## src/rtl/usb_line_rx.sv

```systemverilog
// USB receive front-end: pad synchroniser, J/K/SE0/SE1 decode, glitch filter,
// bit-centre DPLL strobe and bus-reset (long SE0) detection.
module usb_line_rx #(
  parameter int unsigned CLKS_PER_BIT = 10,
  parameter int unsigned FILTER_LEN   = 2,
  parameter bit          LOW_SPEED    = 1'b1,
  parameter int unsigned RESET_CLKS   = 38
) (
  input  logic clk,
  input  logic rst,
  input  logic i_dp,
  input  logic i_dn,
  output logic o_usb_j_not_k,
  output logic o_usb_se0,
  output logic o_usb_se1,
  output logic o_bit_strobe,
  output logic o_line_reset
);

  typedef enum logic [1:0] {LineJ, LineK, LineSe0, LineSe1} line_e;

  // Pad levels that encode J for the selected speed.
  localparam logic JDp = LOW_SPEED ? 1'b0 : 1'b1;
  localparam logic JDn = LOW_SPEED ? 1'b1 : 1'b0;

  localparam logic [2:0]  FilterLen  = 3'(FILTER_LEN);
  localparam logic [5:0]  PhaseLast  = 6'(CLKS_PER_BIT - 1);
  localparam logic [5:0]  PhaseMid   = 6'(CLKS_PER_BIT / 2);
  localparam logic [15:0] ResetClks  = 16'(RESET_CLKS);

  logic dp_meta_q, dp_sync_q, dn_meta_q, dn_sync_q;

  line_e       raw, raw_q, filt_q, filt_d;
  logic [2:0]  stab_q, stab_d;
  logic [5:0]  phase_q, phase_d;
  logic        strobe_q, strobe_d;
  logic        j_q, j_d;
  logic [15:0] se0_cnt_q, se0_cnt_d;

  always_ff @(posedge clk or posedge rst) begin
    if (rst) begin
      dp_meta_q <= JDp;
      dp_sync_q <= JDp;
      dn_meta_q <= JDn;
      dn_sync_q <= JDn;
    end else begin
      dp_meta_q <= i_dp;
      dp_sync_q <= dp_meta_q;
      dn_meta_q <= i_dn;
      dn_sync_q <= dn_meta_q;
    end
  end

  always_comb begin
    raw = LineJ;
    if (dp_sync_q == dn_sync_q) begin
      raw = dp_sync_q ? LineSe1 : LineSe0;
    end else begin
      raw = (dp_sync_q == JDp) ? LineJ : LineK;
    end
  end

  // State register.
  always_ff @(posedge clk or posedge rst) begin
    if (rst) begin
      raw_q     <= LineJ;
      stab_q    <= '0;
      filt_q    <= LineJ;
      phase_q   <= '0;
      strobe_q  <= 1'b0;
      j_q       <= 1'b1;
      se0_cnt_q <= '0;
    end else begin
      raw_q     <= raw;
      stab_q    <= stab_d;
      filt_q    <= filt_d;
      phase_q   <= phase_d;
      strobe_q  <= strobe_d;
      j_q       <= j_d;
      se0_cnt_q <= se0_cnt_d;
    end
  end

  // Next-state logic.
  always_comb begin
    stab_d    = stab_q;
    filt_d    = filt_q;
    phase_d   = phase_q;
    strobe_d  = 1'b0;
    j_d       = j_q;
    se0_cnt_d = se0_cnt_q;

    if (raw != raw_q) begin
      stab_d = 3'd1;
    end else if (stab_q != FilterLen) begin
      stab_d = stab_q + 3'd1;
    end

    if (stab_d == FilterLen && raw != filt_q) begin
      filt_d = raw;
    end

    // A filtered transition realigns the phase and so suppresses a coincident strobe.
    if (filt_d != filt_q || phase_q == PhaseLast) begin
      phase_d = '0;
    end else begin
      phase_d = phase_q + 6'd1;
    end
    strobe_d = (phase_d == PhaseMid);

    unique case (filt_d)
      LineJ:   j_d = 1'b1;
      LineK:   j_d = 1'b0;
      default: j_d = j_q;
    endcase

    if (filt_q != LineSe0) begin
      se0_cnt_d = '0;
    end else if (se0_cnt_q != ResetClks) begin
      se0_cnt_d = se0_cnt_q + 16'd1;
    end
  end

  // Outputs.
  always_comb begin
    o_usb_j_not_k = j_q;
    o_usb_se0     = (filt_q == LineSe0);
    o_usb_se1     = (filt_q == LineSe1);
    o_bit_strobe  = strobe_q;
    o_line_reset  = (se0_cnt_q == ResetClks);
  end

endmodule

```

## config.mk

```make
export PLATFORM = sky130hd
export DESIGN_NAME = usb_line_rx
export DESIGN_NICKNAME = d
export VERILOG_FILES = /design/src/rtl/usb_line_rx.sv
export SDC_FILE = /design/constraint.sdc
export NUM_CORES = 1
export LEC_CHECK = 0
export BUFFER_PORTS_ARGS = -buffer_cell sky130_fd_sc_hd__buf_2
export CAP_MARGIN = 20
export CORE_AREA = 2 2 60 62
export DETAILED_ROUTE_END_ITERATION = 12
export DIE_AREA = 0 0 62 64
export GPL_ROUTABILITY_DRIVEN = 0
export PLACE_DENSITY = 0.76
export RECOVER_POWER = 25
export SETUP_SLACK_MARGIN = 0.1
export SKIP_LAST_GASP = 1
export SYNTH_ARGS = -nofsm -noshare
export SYNTH_HDL_FRONTEND = slang
export SYNTH_SLANG_ARGS = --single-unit
```

## constraint.sdc

```tcl
create_clock -name clk -period 1.8 [get_ports clk]
set_input_delay 0.09 -clock clk [delete_from_list [all_inputs] [get_ports clk]]
set_output_delay 0.09 -clock clk [all_outputs]
set_load 0.01 [all_outputs]
```

==> impl_metrics.py <==
metrics = {
    "outcome": {
        "result_of_the_run": "finished clean",
    },
    "setup_path": {
        "slowest_delay_ns": 0.46,
        "worstSetupPathType": "flip-flop to flip-flop",
        "critPathBufInv": 0,
        "timing.critical_path.to_type": "flip-flop",
        "worstReg2RegStart": "stab_q[1]$_DFF_PP0_",
        "worstPathCellList": "ha_4, nor4b_4, nor3_4, nor3_4, mux2_2",
        "number_of_cells_on_the_worst_reg_to_reg_path": 5,
        "worst_setup_path_start_kind": "flip-flop",
        "cp.required_ns": 2.08,
        "ff2ff_setup_slack_ns": 0.08,
        "timing.critical_path.fanout_max": 3,
        "critPathTopFamily": "simple AND/OR/NAND/NOR gates",
        "timing.critical_path.arrival_ns": 2.00,
        "worst_r2r_end": "o_usb_j_not_k$_DFFE_PP1P_",
        "most_common_cell_type_on_the_critical_path": "sky130_fd_sc_hd__nor3_4",
        "critical-path-slowest-cell": "sky130_fd_sc_hd__dfrtp_2",
    },
    "timing": {
        "grt_setup_unrepaired": "yes",
        "fin_worst_skew_ns": 0.01295,
        "final_period_minus_worst_setup_slack_ns": 1.722,
        "fin_setup_tns_ns": 0,
        "final_hold_viol_count": 0,
        "maxSlewViolCount": 0,
        "fmax_mhz": 580.8,
        "final_critical_path_share_of_the_clock_period_pct": 95.66,
        "max_slew_margin_pct": 44.42,
        "actual_transition_at_the_worst_max_transition_pin_ns": 0.8337,
        "finalSetupViolCount": 0,
        "final.hold.worst_slack_ns": 0.3629,
    },
    "finish": {
        "fin_cells": 243,
        "finalNetCount": 206,
        "final_cell_mix": "sky130_fd_sc_hd__dfrtp_1, sky130_fd_sc_hd__nor2_1, sky130_fd_sc_hd__buf_4",
        "final_area_um2": 2170,
        "layout-drive-gt1-share_pct": 31.98,
        "layout.cells.most_common": "sky130_fd_sc_hd__dfrtp_1",
        "areaGrowthSynthToFinish_pct": 26.20,
        "antennaDiodeCount": 0,
    },
    "die": {
        "die_y_um": 64,
        "dieArea_um2": 3968,
        "ioPinCount": 9,
        "floorplan.initialDensity_pct": 52.34,
        "placeableCoreArea_um2": 3284,
        "dieWidth_um": 62,
        "placementRows": 21,
    },
    "power_and_ir_drop": {
        "power_uw": 2432,
        "power.density_cell_area_nw_per_um2": 1121,
        "ir_drop_mv": 0.9058,
        "leakagePower_uw": 0.0009244,
    },
    "placement": {
        "hpwlAfterDp_um": 2246,
        "detailed_place.area_um2": 1864,
        "place.detailed.instances": 221,
        "io_buffers": 8,
    },
    "yosys": {
        "synth_cells": 165,
        "synth.yosys.seq_area_share_pct": 51.16,
        "synthesis.yosys.warnings": 0,
        "syn_area_um2": 1719,
        "synth_fp_nets": 175,
        "ys_ff_latch": 35,
        "synth.lib_cells_used.distinct": 35,
        "syn_area_per_cell_um2": 10.42,
    },
    "clock_tree": {
        "clock_sink_count": 35,
        "max_clock_buf_depth": 2,
        "cts_max_level": 2,
        "cts_tree": "done",
        "clockRootBuffer": "sky130_fd_sc_hd__clkbuf_4",
        "clock_insertion_delay_worst_skew_ns": 0.34,
        "cts_inserted_buffers": 5,
        "cts.clk_slew.worst_paths_ns": 0.11,
    },
    "global_route": {
        "grt_overflow": 0,
        "track_usage_pct": 18.96,
        "grt_first_pass_wirelength_um": 5609,
        "via_count_of_the_first_global_routing_pass": 1265,
        "largest_net_degree_at_the_start_of_global_routing": 36,
        "antenna_found_initial": 0,
    },
    "routing": {
        "remaining_number_of_nets_flagged_by_the_antenna_check_after_routing": 0,
        "via_count": 1299,
        "finalWirelength_um": 3356,
        "remaining_drc_errors": 0,
        "detailedRoute.firstPassIterationCount": 4,
        "detail_route.vias_per_cell": 5.346,
        "dr.first_iter.drc_count": 25,
        "route.detailed.wl_per_inst_um": 13.81,
    },
    "worst_hold_path": {
        "timing.hold.worst_endpoint": "dn_sync_q$_DFF_PP1_",
        "worstHoldPathType": "flip-flop to flip-flop",
        "timing.hold.worst_path_depth": 0,
        "holdCritStartpoint": "dn_meta_q$_DFF_PP1_",
    },
    "job": {
        "maxCapViolCount": 0,
    },
}
## state kept, by name (all words and copies together) (netlist names)
signal         count
filt_q             2
dp_meta_q          1
stab_q             3
dp_sync_q          1
se0_cnt_q         16
dn_meta_q          1
o_bit_strobe       1
phase_q            6
dn_sync_q          1
o_usb_j_not_k      1
raw_q              2
## per-stage QoR
stage | setup slack (ns) | utilization [%]
4_1_cts | 0.04945 | 62.67
6_report | 0.07820 | 66.06
3_3_place_gp | 0.03765 | 56.76
5_1_grt | -0.002439 | 66.06
3_5_place_dp | -0.04939 | 56.76
2_1_floorplan | 0.09398 | -
## synth_stat cells
| master | number | area (µm²) |
|---|---|---|
| sky130_fd_sc_hd__nor2_1 | 16 | 60.06 |
| sky130_fd_sc_hd__o31ai_1 | 1 | 7.510 |
| sky130_fd_sc_hd__a21oi_1 | 6 | 30.03 |
| sky130_fd_sc_hd__maj3_1 | 1 | 10.01 |
| sky130_fd_sc_hd__nor3_2 | 1 | 10.01 |
| sky130_fd_sc_hd__or3_1 | 4 | 25.02 |
| sky130_fd_sc_hd__dfrtp_1 | 32 | 800.8 |
| sky130_fd_sc_hd__nor3_1 | 7 | 35.03 |
| sky130_fd_sc_hd__mux2_2 | 3 | 33.78 |
| sky130_fd_sc_hd__nand2_1 | 7 | 26.28 |
| sky130_fd_sc_hd__o21bai_1 | 1 | 7.510 |
| sky130_fd_sc_hd__a211oi_1 | 1 | 7.510 |
| sky130_fd_sc_hd__nor4_4 | 1 | 21.27 |
| sky130_fd_sc_hd__xor2_1 | 5 | 43.79 |
| sky130_fd_sc_hd__a31oi_1 | 1 | 6.260 |
| sky130_fd_sc_hd__nand2b_1 | 1 | 6.260 |
| sky130_fd_sc_hd__o21ai_0 | 6 | 30.03 |
| sky130_fd_sc_hd__nand4_1 | 3 | 18.77 |
| sky130_fd_sc_hd__inv_1 | 14 | 52.55 |
| sky130_fd_sc_hd__or3_2 | 1 | 7.510 |
| sky130_fd_sc_hd__or4_1 | 1 | 7.510 |
| sky130_fd_sc_hd__or4_4 | 1 | 11.26 |
| sky130_fd_sc_hd__nand4_2 | 1 | 12.51 |
| sky130_fd_sc_hd__dfstp_2 | 3 | 78.83 |
| sky130_fd_sc_hd__nand3_1 | 6 | 30.03 |
| sky130_fd_sc_hd__xnor2_1 | 10 | 87.58 |
| sky130_fd_sc_hd__and3_1 | 2 | 12.51 |
| sky130_fd_sc_hd__nor4b_1 | 4 | 35.03 |
| sky130_fd_sc_hd__clkbuf_1 | 3 | 11.26 |
| sky130_fd_sc_hd__and2_1 | 2 | 12.51 |
| sky130_fd_sc_hd__nor4_1 | 6 | 37.54 |
| sky130_fd_sc_hd__ha_1 | 6 | 75.07 |
| sky130_fd_sc_hd__mux2i_1 | 4 | 40.04 |
| sky130_fd_sc_hd__or2_2 | 2 | 12.51 |
| sky130_fd_sc_hd__nor3b_1 | 2 | 15.01 |
## worst max path at each step
stage	endpoint	cells after the start	from	slack (ns)
4_1_cts	filt_q[1]$_DFF_PP0_	5	stab_q[1]$_DFF_PP0_	0.05
6_report	o_usb_j_not_k$_DFFE_PP1P_	5	stab_q[1]$_DFF_PP0_	0.08
3_3_place_gp	filt_q[0]$_DFF_PP0_	5	stab_q[0]$_DFF_PP0_	0.04
3_5_place_dp	filt_q[0]$_DFF_PP0_	6	stab_q[0]$_DFF_PP0_	-0.05
2_1_floorplan	filt_q[0]$_DFF_PP0_	5	stab_q[0]$_DFF_PP0_	0.09
5_1_grt	phase_q[1]$_DFF_PP0_	7	stab_q[0]$_DFF_PP0_	-0.002
## what timing repair did
action / in CTS / in global routing
setup buffers: 4 / 7
hold buffers: 3 / 0
setup endpoints to repair: 11 / 15
endpoints found under the hold margin: 34 / 0
pin swaps: 7 / 10
resized for setup: 9 / 14
## area by class of cell
| type | count | area [µm²] |
|---|---|---|
| fill | 248 | 1115 |
| sequential | 35 | 884.6 |
| timing repair buffer | 27 | 191.4 |
| inverter | 14 | 52.55 |
| multi-input combinational | 113 | 902.1 |
| clock inverter | 3 | 43.79 |
| tap | 46 | 57.56 |
| clock buffer | 5 | 37.54 |
## routing by layer
metal	wire length (µm)	track usage, %
met5	0	0
met4	60	5.585
met3	104	5.466
met2	1753	30.08
met1	1437	24.77
## cell families (layout without fill, tap and decap cells)
logic type	after synthesis	in the layout	share of synthesized area, %
AND/OR/NAND/NOR	68	68	23.07
buffers and inverters	17	49	3.712
AO/OA/AOI/OAI	16	16	5.168
multiplexers	7	7	4.294
adder cells (fa/ha/maj)	7	7	4.949
XOR/XNOR	15	15	7.642
flip-flops	35	35	51.16
## where the power goes
part	switching [µW]	internal, µW
combinational	377	393
clock	271	292
sequential	162	937
total	809	1620
Note: power is estimated with default switching activity, not from simulation.
